**config.mk**
```make
export PLATFORM = sky130hd
export DESIGN_NAME = sd_sample_requester
export DESIGN_NICKNAME = d
export VERILOG_FILES = /design/src/rtl/sd_sample_requester.sv
export SDC_FILE = /design/constraint.sdc
export NUM_CORES = 1
export LEC_CHECK = 0
export ABC_AREA = 1
export CORE_MARGIN = 2
export CORE_UTILIZATION = 45
export CTS_BUF_LIST = sky130_fd_sc_hd__clkbuf_4
export CTS_CLUSTER_DIAMETER = 40
export DETAILED_ROUTE_END_ITERATION = 10
export PLACE_DENSITY_LB_ADDON = 0.2
export SLEW_MARGIN = 0
export SYNTH_ARGS = -nofsm -noshare
export SYNTH_HDL_FRONTEND = slang
export SYNTH_SLANG_ARGS = --single-unit
```
**constraint.sdc**
```tcl
create_clock -name sd_clk -period 4.1 [get_ports sd_clk]
set_clock_uncertainty 0.2 [all_clocks]
set_input_delay 1.23 -clock sd_clk [delete_from_list [all_inputs] [get_ports sd_clk]]
set_output_delay 1.23 -clock sd_clk [all_outputs]
set_load 0.05 [all_outputs]
```
**src/rtl/sd_sample_requester.sv**
```systemverilog
// rtl/sd_sample_requester.sv - streams WAV samples from the SD controller one read-at-position per sample
// Issues cmd 3 per sample, buffers returned words in a FIFO, closes the file with cmd 4.
module sd_sample_requester #(
    parameter int FILESIZE_WIDTH = 25,
    parameter int FIFO_DEPTH     = 16,
    parameter int TIMEOUT_CYCLES = 50000,
    parameter int MAX_RETRY      = 3
) (
    input  logic                    sd_clk,
    input  logic                    reset_n,
    input  logic                    start,
    input  logic [FILESIZE_WIDTH:0] file_len,
    input  logic [15:0]             hOp,
    input  logic [31:0]             hData,
    input  logic [15:0]             hReqId,
    output logic [7:0]              sys_cmd,
    output logic [FILESIZE_WIDTH:0] sys_arg1,
    output logic [3:0]              sys_reqId,
    input  logic                    sample_rd,
    output logic [31:0]             sample_data,
    output logic                    sample_valid,
    output logic                    busy,
    output logic                    done,
    output logic                    error
);
    localparam int AW = (FIFO_DEPTH > 2) ? $clog2(FIFO_DEPTH) : 1;
    localparam int CW = AW + 1;
    localparam int TW = $clog2(TIMEOUT_CYCLES + 1);
    localparam int RW = $clog2(MAX_RETRY + 1);
    localparam int PW = FILESIZE_WIDTH + 1;

    localparam logic [2:0] S_IDLE       = 3'd0;
    localparam logic [2:0] S_ISSUE      = 3'd1;
    localparam logic [2:0] S_WAIT       = 3'd2;
    localparam logic [2:0] S_CLOSE      = 3'd3;
    localparam logic [2:0] S_CLOSE_WAIT = 3'd4;
    localparam logic [2:0] S_DONE       = 3'd5;
    localparam logic [2:0] S_ERR        = 3'd6;

    localparam logic [TW-1:0] TIMER_LAST = TW'(TIMEOUT_CYCLES - 1);

    logic [2:0]    state;
    logic [PW-1:0] pos;
    logic [PW-1:0] fileLen;
    logic [TW-1:0] timer;
    logic [RW-1:0] retry;
    logic [1:0]    rspPrev;
    logic          rspLoaded;

    logic [31:0]   mem [FIFO_DEPTH];
    logic [AW-1:0] wrPtr;
    logic [AW-1:0] rdPtr;
    logic [CW-1:0] count;

    logic          rspEvent;
    logic          pushEn;
    logic          popEn;
    logic          startAcc;
    logic          timeoutHit;
    logic [RW-1:0] retryNext;
    logic          retryOk;
    logic          lastSample;

    wire unusedBits = &{1'b0, hOp[15:4], hReqId[15:2]};

    // A response is any change of the low reqId bits; the first cycle after reset only captures them.
    assign rspEvent   = rspLoaded && (hReqId[1:0] != rspPrev);
    assign pushEn     = (state == S_WAIT) && rspEvent && (hOp[3:0] == 4'd5);
    assign popEn      = sample_rd && (count != '0);
    assign startAcc   = start && ((state == S_IDLE) || (state == S_DONE) || (state == S_ERR));
    assign timeoutHit = (timer == TIMER_LAST);
    assign retryNext  = retry + RW'(1);
    assign retryOk    = retryNext < RW'(MAX_RETRY);
    assign lastSample = (pos == (fileLen - PW'(1)));

    assign sample_data  = mem[rdPtr];
    assign sample_valid = (count != '0);
    assign busy         = !((state == S_IDLE) || (state == S_DONE) || (state == S_ERR));

    always_ff @(posedge sd_clk) begin
        if (pushEn) begin
            mem[wrPtr] <= hData;
        end
    end

    always_ff @(posedge sd_clk or negedge reset_n) begin
        if (!reset_n) begin
            state     <= S_IDLE;
            pos       <= '0;
            fileLen   <= '0;
            timer     <= '0;
            retry     <= '0;
            rspPrev   <= 2'b00;
            rspLoaded <= 1'b0;
            wrPtr     <= '0;
            rdPtr     <= '0;
            count     <= '0;
            sys_cmd   <= 8'd0;
            sys_arg1  <= '0;
            sys_reqId <= 4'd0;
            done      <= 1'b0;
            error     <= 1'b0;
        end else begin
            rspPrev   <= hReqId[1:0];
            rspLoaded <= 1'b1;
            done      <= 1'b0;

            if (startAcc) begin
                wrPtr <= '0;
                rdPtr <= '0;
                count <= '0;
            end else begin
                if (pushEn) wrPtr <= wrPtr + AW'(1);
                if (popEn)  rdPtr <= rdPtr + AW'(1);
                case ({pushEn, popEn})
                    2'b10:   count <= count + CW'(1);
                    2'b01:   count <= count - CW'(1);
                    default: count <= count;
                endcase
            end

            case (state)
                S_IDLE, S_DONE, S_ERR: begin
                    if (start) begin
                        pos     <= '0;
                        retry   <= '0;
                        error   <= 1'b0;
                        fileLen <= file_len;
                        state   <= (file_len == '0) ? S_DONE : S_ISSUE;
                    end
                end
                S_ISSUE: begin
                    // Never request more than the FIFO can hold, so a push can never overflow it.
                    if (count < CW'(FIFO_DEPTH)) begin
                        sys_cmd   <= 8'd3;
                        sys_arg1  <= pos;
                        sys_reqId <= sys_reqId + 4'd1;
                        timer     <= '0;
                        state     <= S_WAIT;
                    end
                end
                S_WAIT: begin
                    if (rspEvent && (hOp[3:0] == 4'd5)) begin
                        pos   <= pos + PW'(1);
                        retry <= '0;
                        state <= lastSample ? S_CLOSE : S_ISSUE;
                    end else if (timeoutHit) begin
                        retry <= retryNext;
                        if (retryOk) begin
                            state <= S_ISSUE;
                        end else begin
                            state <= S_ERR;
                            error <= 1'b1;
                        end
                    end else begin
                        timer <= timer + TW'(1);
                    end
                end
                S_CLOSE: begin
                    sys_cmd   <= 8'd4;
                    sys_arg1  <= '0;
                    sys_reqId <= sys_reqId + 4'd1;
                    timer     <= '0;
                    state     <= S_CLOSE_WAIT;
                end
                S_CLOSE_WAIT: begin
                    if (rspEvent && (hOp[3:0] == 4'd6)) begin
                        done  <= 1'b1;
                        state <= S_DONE;
                    end else if (timeoutHit) begin
                        retry <= retryNext;
                        if (retryOk) begin
                            state <= S_CLOSE;
                        end else begin
                            state <= S_ERR;
                            error <= 1'b1;
                        end
                    end else begin
                        timer <= timer + TW'(1);
                    end
                end
                default: state <= S_IDLE;
            endcase
        end
    end
endmodule

```
======== Yosys cells after proc, flatten, opt, wreduce, memory -nomap -nowiden ========
Memory sizes are Yosys's and may differ from the RTL's.
Index checks and enable logic that the tools add are counted.
word-level totals
  output and inout bits ................... 74
  memories kept ........................... 1
  bits in latches ......................... 0
  logic and storage cells ................. 121
  memory bits (read-only) ................. 0
  register bits after elaboration ......... 129
  RAM bits ................................ 512
memories
  name  depth  bits a word  rd ports  clocked after Yosys merged registers in  write ports  line  source
  mem   16     32           1         0                                        1            50    logic [31:0] mem [FIFO_DEPTH];
cells by class
  shift operators ......................... 0
  divide/modulo/power cells ............... 0
  multiplexer cells ....................... 46
  reduce and logical (&&, ||, !) cells .... 28
  equal/unequal tests ..................... 20
  multipliers ............................. 0
  bitwise operators ....................... 0
  add/subtract/negate cells ............... 9
  magnitude comparators ................... 2
operators with widths
  operator                                                               count
  26-bit case mux with 2 select lines                                    2
  26-bit 2-to-1 mux                                                      3
  16-bit 2-to-1 mux                                                      4
  16-bit case mux with 4 select lines                                    1
  3-bit 2-to-1 mux                                                       9
  26-bit by 1-bit adder with 26-bit output, second input constant        1
  26-bit equality test                                                   1
  26-bit zero test                                                       1
  26-bit by 1-bit subtractor with 26-bit output, second input constant   1
  4-bit 2-to-1 mux                                                       5
  16-bit by 1-bit adder with 16-bit output, second input constant        1
  16-bit equality test, second input constant                            1
  8-bit case mux with 2 select lines                                     1
  3-bit case mux with 5 select lines                                     1
  4-bit by 1-bit adder with 4-bit output, second input constant          3
  4-bit AND reduction                                                    3
  2-bit 2-to-1 mux                                                       5
  5-bit case mux with 2 select lines                                     1
  3-bit equality test, second input constant                             3
  1-bit 2-to-1 mux                                                       9
  4-bit by 3-bit equality test with 1-bit output, second input constant  2
  8-bit 2-to-1 mux                                                       1
  2-bit != test, second input constant                                   4
  4-bit case mux with 2 select lines                                     1
  27 further kinds                                                       41

======== Depth between registers and ports, before layout ========
  word-level depth ........................ 7
  depth in mapped cells ................... 18
  depth with buffers taken out ............ 18

======== Worst setup path before layout ========
OpenSTA, ideal clock, no wires.
  kind .................................... input -> register
  start point ............................. input port hOp[3]
  end point ............................... memory mem[11][0] (enable)
  path slack .............................. 0.001 ns
  stages on the path ...................... 8
  data arrival time ....................... 3.478 ns
  data required time ...................... 3.479 ns
  path through ............................ inv_1 -> nand2_1 -> nor2_1 -> nand3_2 -> nor2_4 -> clkbuf_1 -> nand2_1 -> nor2_1
on the way
  word-level cells in the longest chain between the ends .. 4
RTL lines
  what                                            line  source
  start: declaration                              13    input logic [15:0] hOp,
  4-bit by 3-bit equality test with 1-bit output  68    assign pushEn = (state == S_WAIT) && rspEvent && (hOp[3:0] == 4'd5);
  1-bit logical AND                               68
  1-bit 2-to-1 mux                                81    if (pushEn) begin
  1-bit 2-to-1 mux (implied by the code)          82    mem[wrPtr] <= hData;
  end: declaration                                50
Every way passes these cells.

======== Worst setup path in the final report ========
  start point ............................. register rdPtr[0]
  end point ............................... output port sample_data[17]
on the way
  word-level cells in the longest chain between the ends .. 1
RTL lines
  what                      line  source
  start: declaration        52    logic [AW-1:0] rdPtr;
  start signal: assignment  114   if (popEn) rdPtr <= rdPtr + AW'(1);
  memory read 16 x 32 bit   n/a
  end: declaration          20    output logic [31:0] sample_data,
Every way passes these cells.

==> results.sh <==
export IMPL_cp_start_kind="flop"
export IMPL_ctsHoldBuffers=0
export IMPL_worstPathMaxFanout=7
export IMPL_synth_area_leaders="edfxtp_1 (57%), dfrtp_1 (11%), o21ai_0 (5.8%)"
export IMPL_worstReg2RegEnd="count[4]"
export IMPL_netlist_area_leader_share_pct=57.4
export IMPL_cp_startpoint="rdPtr[0]"
export IMPL_dr_pass1_iters=6
export IMPL_place_congestion=0.908
export IMPL_cp_depth=9
export IMPL_grt_pass1_wl_um=114000
export IMPL_fin_crit_ns=4.23
export IMPL_dp_hpwl_um=40500
export IMPL_stdcell_count=3529
export IMPL_io_pins=168
export IMPL_hp_class="input pin to asynchronous set/reset pin"
export IMPL_wire_per_inst_um=21.8
export IMPL_nets=2738
export IMPL_rr_startpoint="count[0]"
export IMPL_gr_total_overflow=0
export IMPL_cts_made_buffers=165
export IMPL_crit_chain="buf_12, clkinv_16, buf_12, clkbuf_16, o21ai_0, o221ai_2, nand3_1, nand2_2, buf_12"
export IMPL_rsz0062_at_grt="yes"
export IMPL_die_area_sq_um=61500
export IMPL_first_iter_violations=1529
export IMPL_cap_violations=0
export IMPL_crit_top_cell="buf_12"
export IMPL_cpLargestDelayFamily="buffers and inverters"
export IMPL_async_reset_ff_share_pct=19.4
export IMPL_crit_buf_inv=5
export IMPL_synth_area_per_cell_sq_um=11.5
export IMPL_grt_antenna_before_repair=6
export IMPL_post_synth_top_area_cell="edfxtp_1"
export IMPL_status="finished with violations"
export IMPL_gr_usage_all_layers_pct=24.8
export IMPL_clk_pin_slew_ns=0.07
export IMPL_crit_arrival_ns=2.80
export IMPL_hold_violations=0
export IMPL_post_synth_num_cell_types=45
export IMPL_cts_max_level=4
export IMPL_vias=19900
export IMPL_netlist_area_sq_um=26800
export IMPL_setup_viol=32
export IMPL_clockRootBuffer="clkbuf_4"
export IMPL_layout_commonest_cell="edfxtp_1"
export IMPL_drc=0
export IMPL_end_kind="output port"
export IMPL_yosysSeqAreaShare_pct=68.9
export IMPL_rows=89
export IMPL_cp_required_ns=2.67
export IMPL_critPathKind="flop to output port"
export IMPL_power_w=0.0241
export IMPL_fin_crit_sh_pct=103
export IMPL_start_util_pct=45.5
export IMPL_power_per_cell_area_nw_per_um2=717
export IMPL_worstSkewPairLatency_ns=1.02
export IMPL_max_freq_mhz=236
export IMPL_p_seq_share_pct=31.1
export IMPL_ys_flop_type="edfxtp_1"
export IMPL_internal_power_w=0.0143
export IMPL_fin_ws_ns=-0.134
export IMPL_p_comb_share_pct=46.5
export IMPL_timing_slew_headroom_pct=50.5
export IMPL_clkSinkCount=635
export IMPL_cp_slowest_cell="dfrtp_4"
export IMPL_vias_per_cell=5.65
export IMPL_grt_start_max_net_pins=81
export IMPL_dpl_worst_slack_ns=0.200
export IMPL_r2r_cells=13
export IMPL_ir_drop_v=0.000514
export IMPL_fp_dieW_um=248
export IMPL_slew_violations=0
export IMPL_most_common_layout_cells="edfxtp_1 (512), nor2_1 (322), nand2_1 (290)"
export IMPL_synth_edf_count=512
export IMPL_core_area_sq_um=58900
export IMPL_dp_cells=3182
export IMPL_ys_seq_elements=635
export IMPL_cp_slowest_stage_delay_ns=0.45
export IMPL_io_buffer_count=136
export IMPL_clockBufferDepth=3
export IMPL_fin_tns_setup_ns=-2.51
export IMPL_worst_pin_slew_ns=0.742
export IMPL_pwr_share_clk_pct=22.4
export IMPL_violations="negative setup slack"
export IMPL_area_delta_synth_final_pct=25.6
export IMPL_r2r_setup_slack_ns=1.16
export IMPL_crit_end="sample_data[17]"
export IMPL_syn_instance_count=2338
export IMPL_p_leak_nw=12.2
export IMPL_first_global_vias=19900
export IMPL_cts_tree="done"
export IMPL_p_sw_w=0.00984
export IMPL_ys_warn_count=0
export IMPL_antenna_left=0
export IMPL_fp_dieH_um=248
export IMPL_final_layout_size_suffix_gt1_share_pct=20.7
export IMPL_drt_wl_total_um=77000
export IMPL_p_sw_share_pct=40.7
## worst register-to-register path, stage by stage (launching register included)
cell,delay (ns)
dfrtp_1,0.44
nor3_1,0.28
nand3_1,0.23
nand2_1,0.28
inv_1,0.14
nand2_1,0.11
inv_1,0.10
ha_1,0.33
a21oi_1,0.16
nand2_1,0.07
o21ai_0,0.13
o21ai_0,0.13
a21oi_1,0.14
o21a_1,0.12
## worst min path at each step
stage | endpoint | cells past startpoint
floorplan | fileLen[25] | 2
global placement | sys_reqId[3] | 1
detailed placement | sys_reqId[3] | 1
CTS | sys_arg1[3] | 1
global route | sys_reqId[3] | 1
finish | sys_reqId[3] | 1
## flip-flops by register name (all words and copies together) (netlist names)
name / cells
mem: 512
fileLen: 26
pos: 26
sys_arg1: 26
timer: 16
count: 5
rdPtr: 4
sys_reqId: 4
wrPtr: 4
state: 3
retry: 2
rspPrev: 2
sys_cmd: 2
done: 1
error: 1
rspLoaded: 1
## Yosys cell counts, types with 3 or more instances
library cell    n
a211oi_1        3
a21oi_1        30
buf_1          14
buf_2          11
buf_4           6
clkbuf_1       98
dfrtp_1       123
edfxtp_1      512
ha_1           13
inv_1         110
inv_2          13
nand2_1       313
nand2_2         4
nand3_1        92
nand3_2         4
nand3b_1        3
nand4_1        28
nor2_1        370
nor2_2          8
nor2_4          5
nor3_1         19
nor4_1         13
o211ai_1       23
o21ai_0       311
o21ai_1        17
o221ai_1      105
o22ai_1        23
o31ai_1         9
xnor2_1        20
xor2_1         17
## logic make-up after synthesis
kind of cell             Yosys count  share of synthesized area, %
AND/OR/NAND/NOR                  865                          13.6
AO/OA/AOI/OAI                    530                          11.9
XOR/XNOR                          37                          1.21
adder cells (fa/ha/maj)           14                         0.682
other                              2                        0.0280
buffers and inverters            255                          3.74
flip-flops                       635                          68.9
## final cells by class
cell class	instances	area (sq um)
Antenna cell	7	17.5
Tap cell	773	967
Clock inverter	52	317
Fill cell	4777	25200
Inverter	125	523
Timing Repair inverter	2	20.0
Multi-Input combinational cell	1452	7880
Sequential cell	635	18500
Timing Repair Buffer	249	3720
Clock buffer	234	1760
## layer usage
layer / vias to the layer above / part of all wire [%] / track usage (%)
li1: 9121 / - / -
met1: 9844 / 41 / 31.3
met2: 798 / 49 / 41.7
met5: - / 0.068 / 0
met3: 154 / 7.3 / 5.53
met4: 8 / 2.6 / 9.48
## metrics by stage
step	hold WS (ns)	instance area (sq um)	utilization (%)
6_report	0.0701	33700	57.1
5_1_grt	0.0680	33700	57.1
4_1_cts	0.0449	33100	56.2
3_5_place_dp	0.266	29700	50.5
3_3_place_gp	0.262	29700	50.5
2_1_floorplan	0.272	26800	-
## power groups by stage
stage                     registers (W)  clock network [W]  logic [W]
final                           0.00751            0.00541     0.0112
after global routing            0.00754            0.00586     0.0120
after CTS                       0.00750            0.00551     0.0105
after detailed placement        0.00768                  0    0.00855
after global placement          0.00768                  0    0.00842
after floorplan                 0.00764                  0    0.00543
## repair_timing
action                     CTS  global route
cloned                      26            11
setup endpoints to repair   34            32
gates resized for setup    125           166
pin swaps                   49           106
setup buffers               17             4
Note: power is estimated with default switching activity, not from simulation.
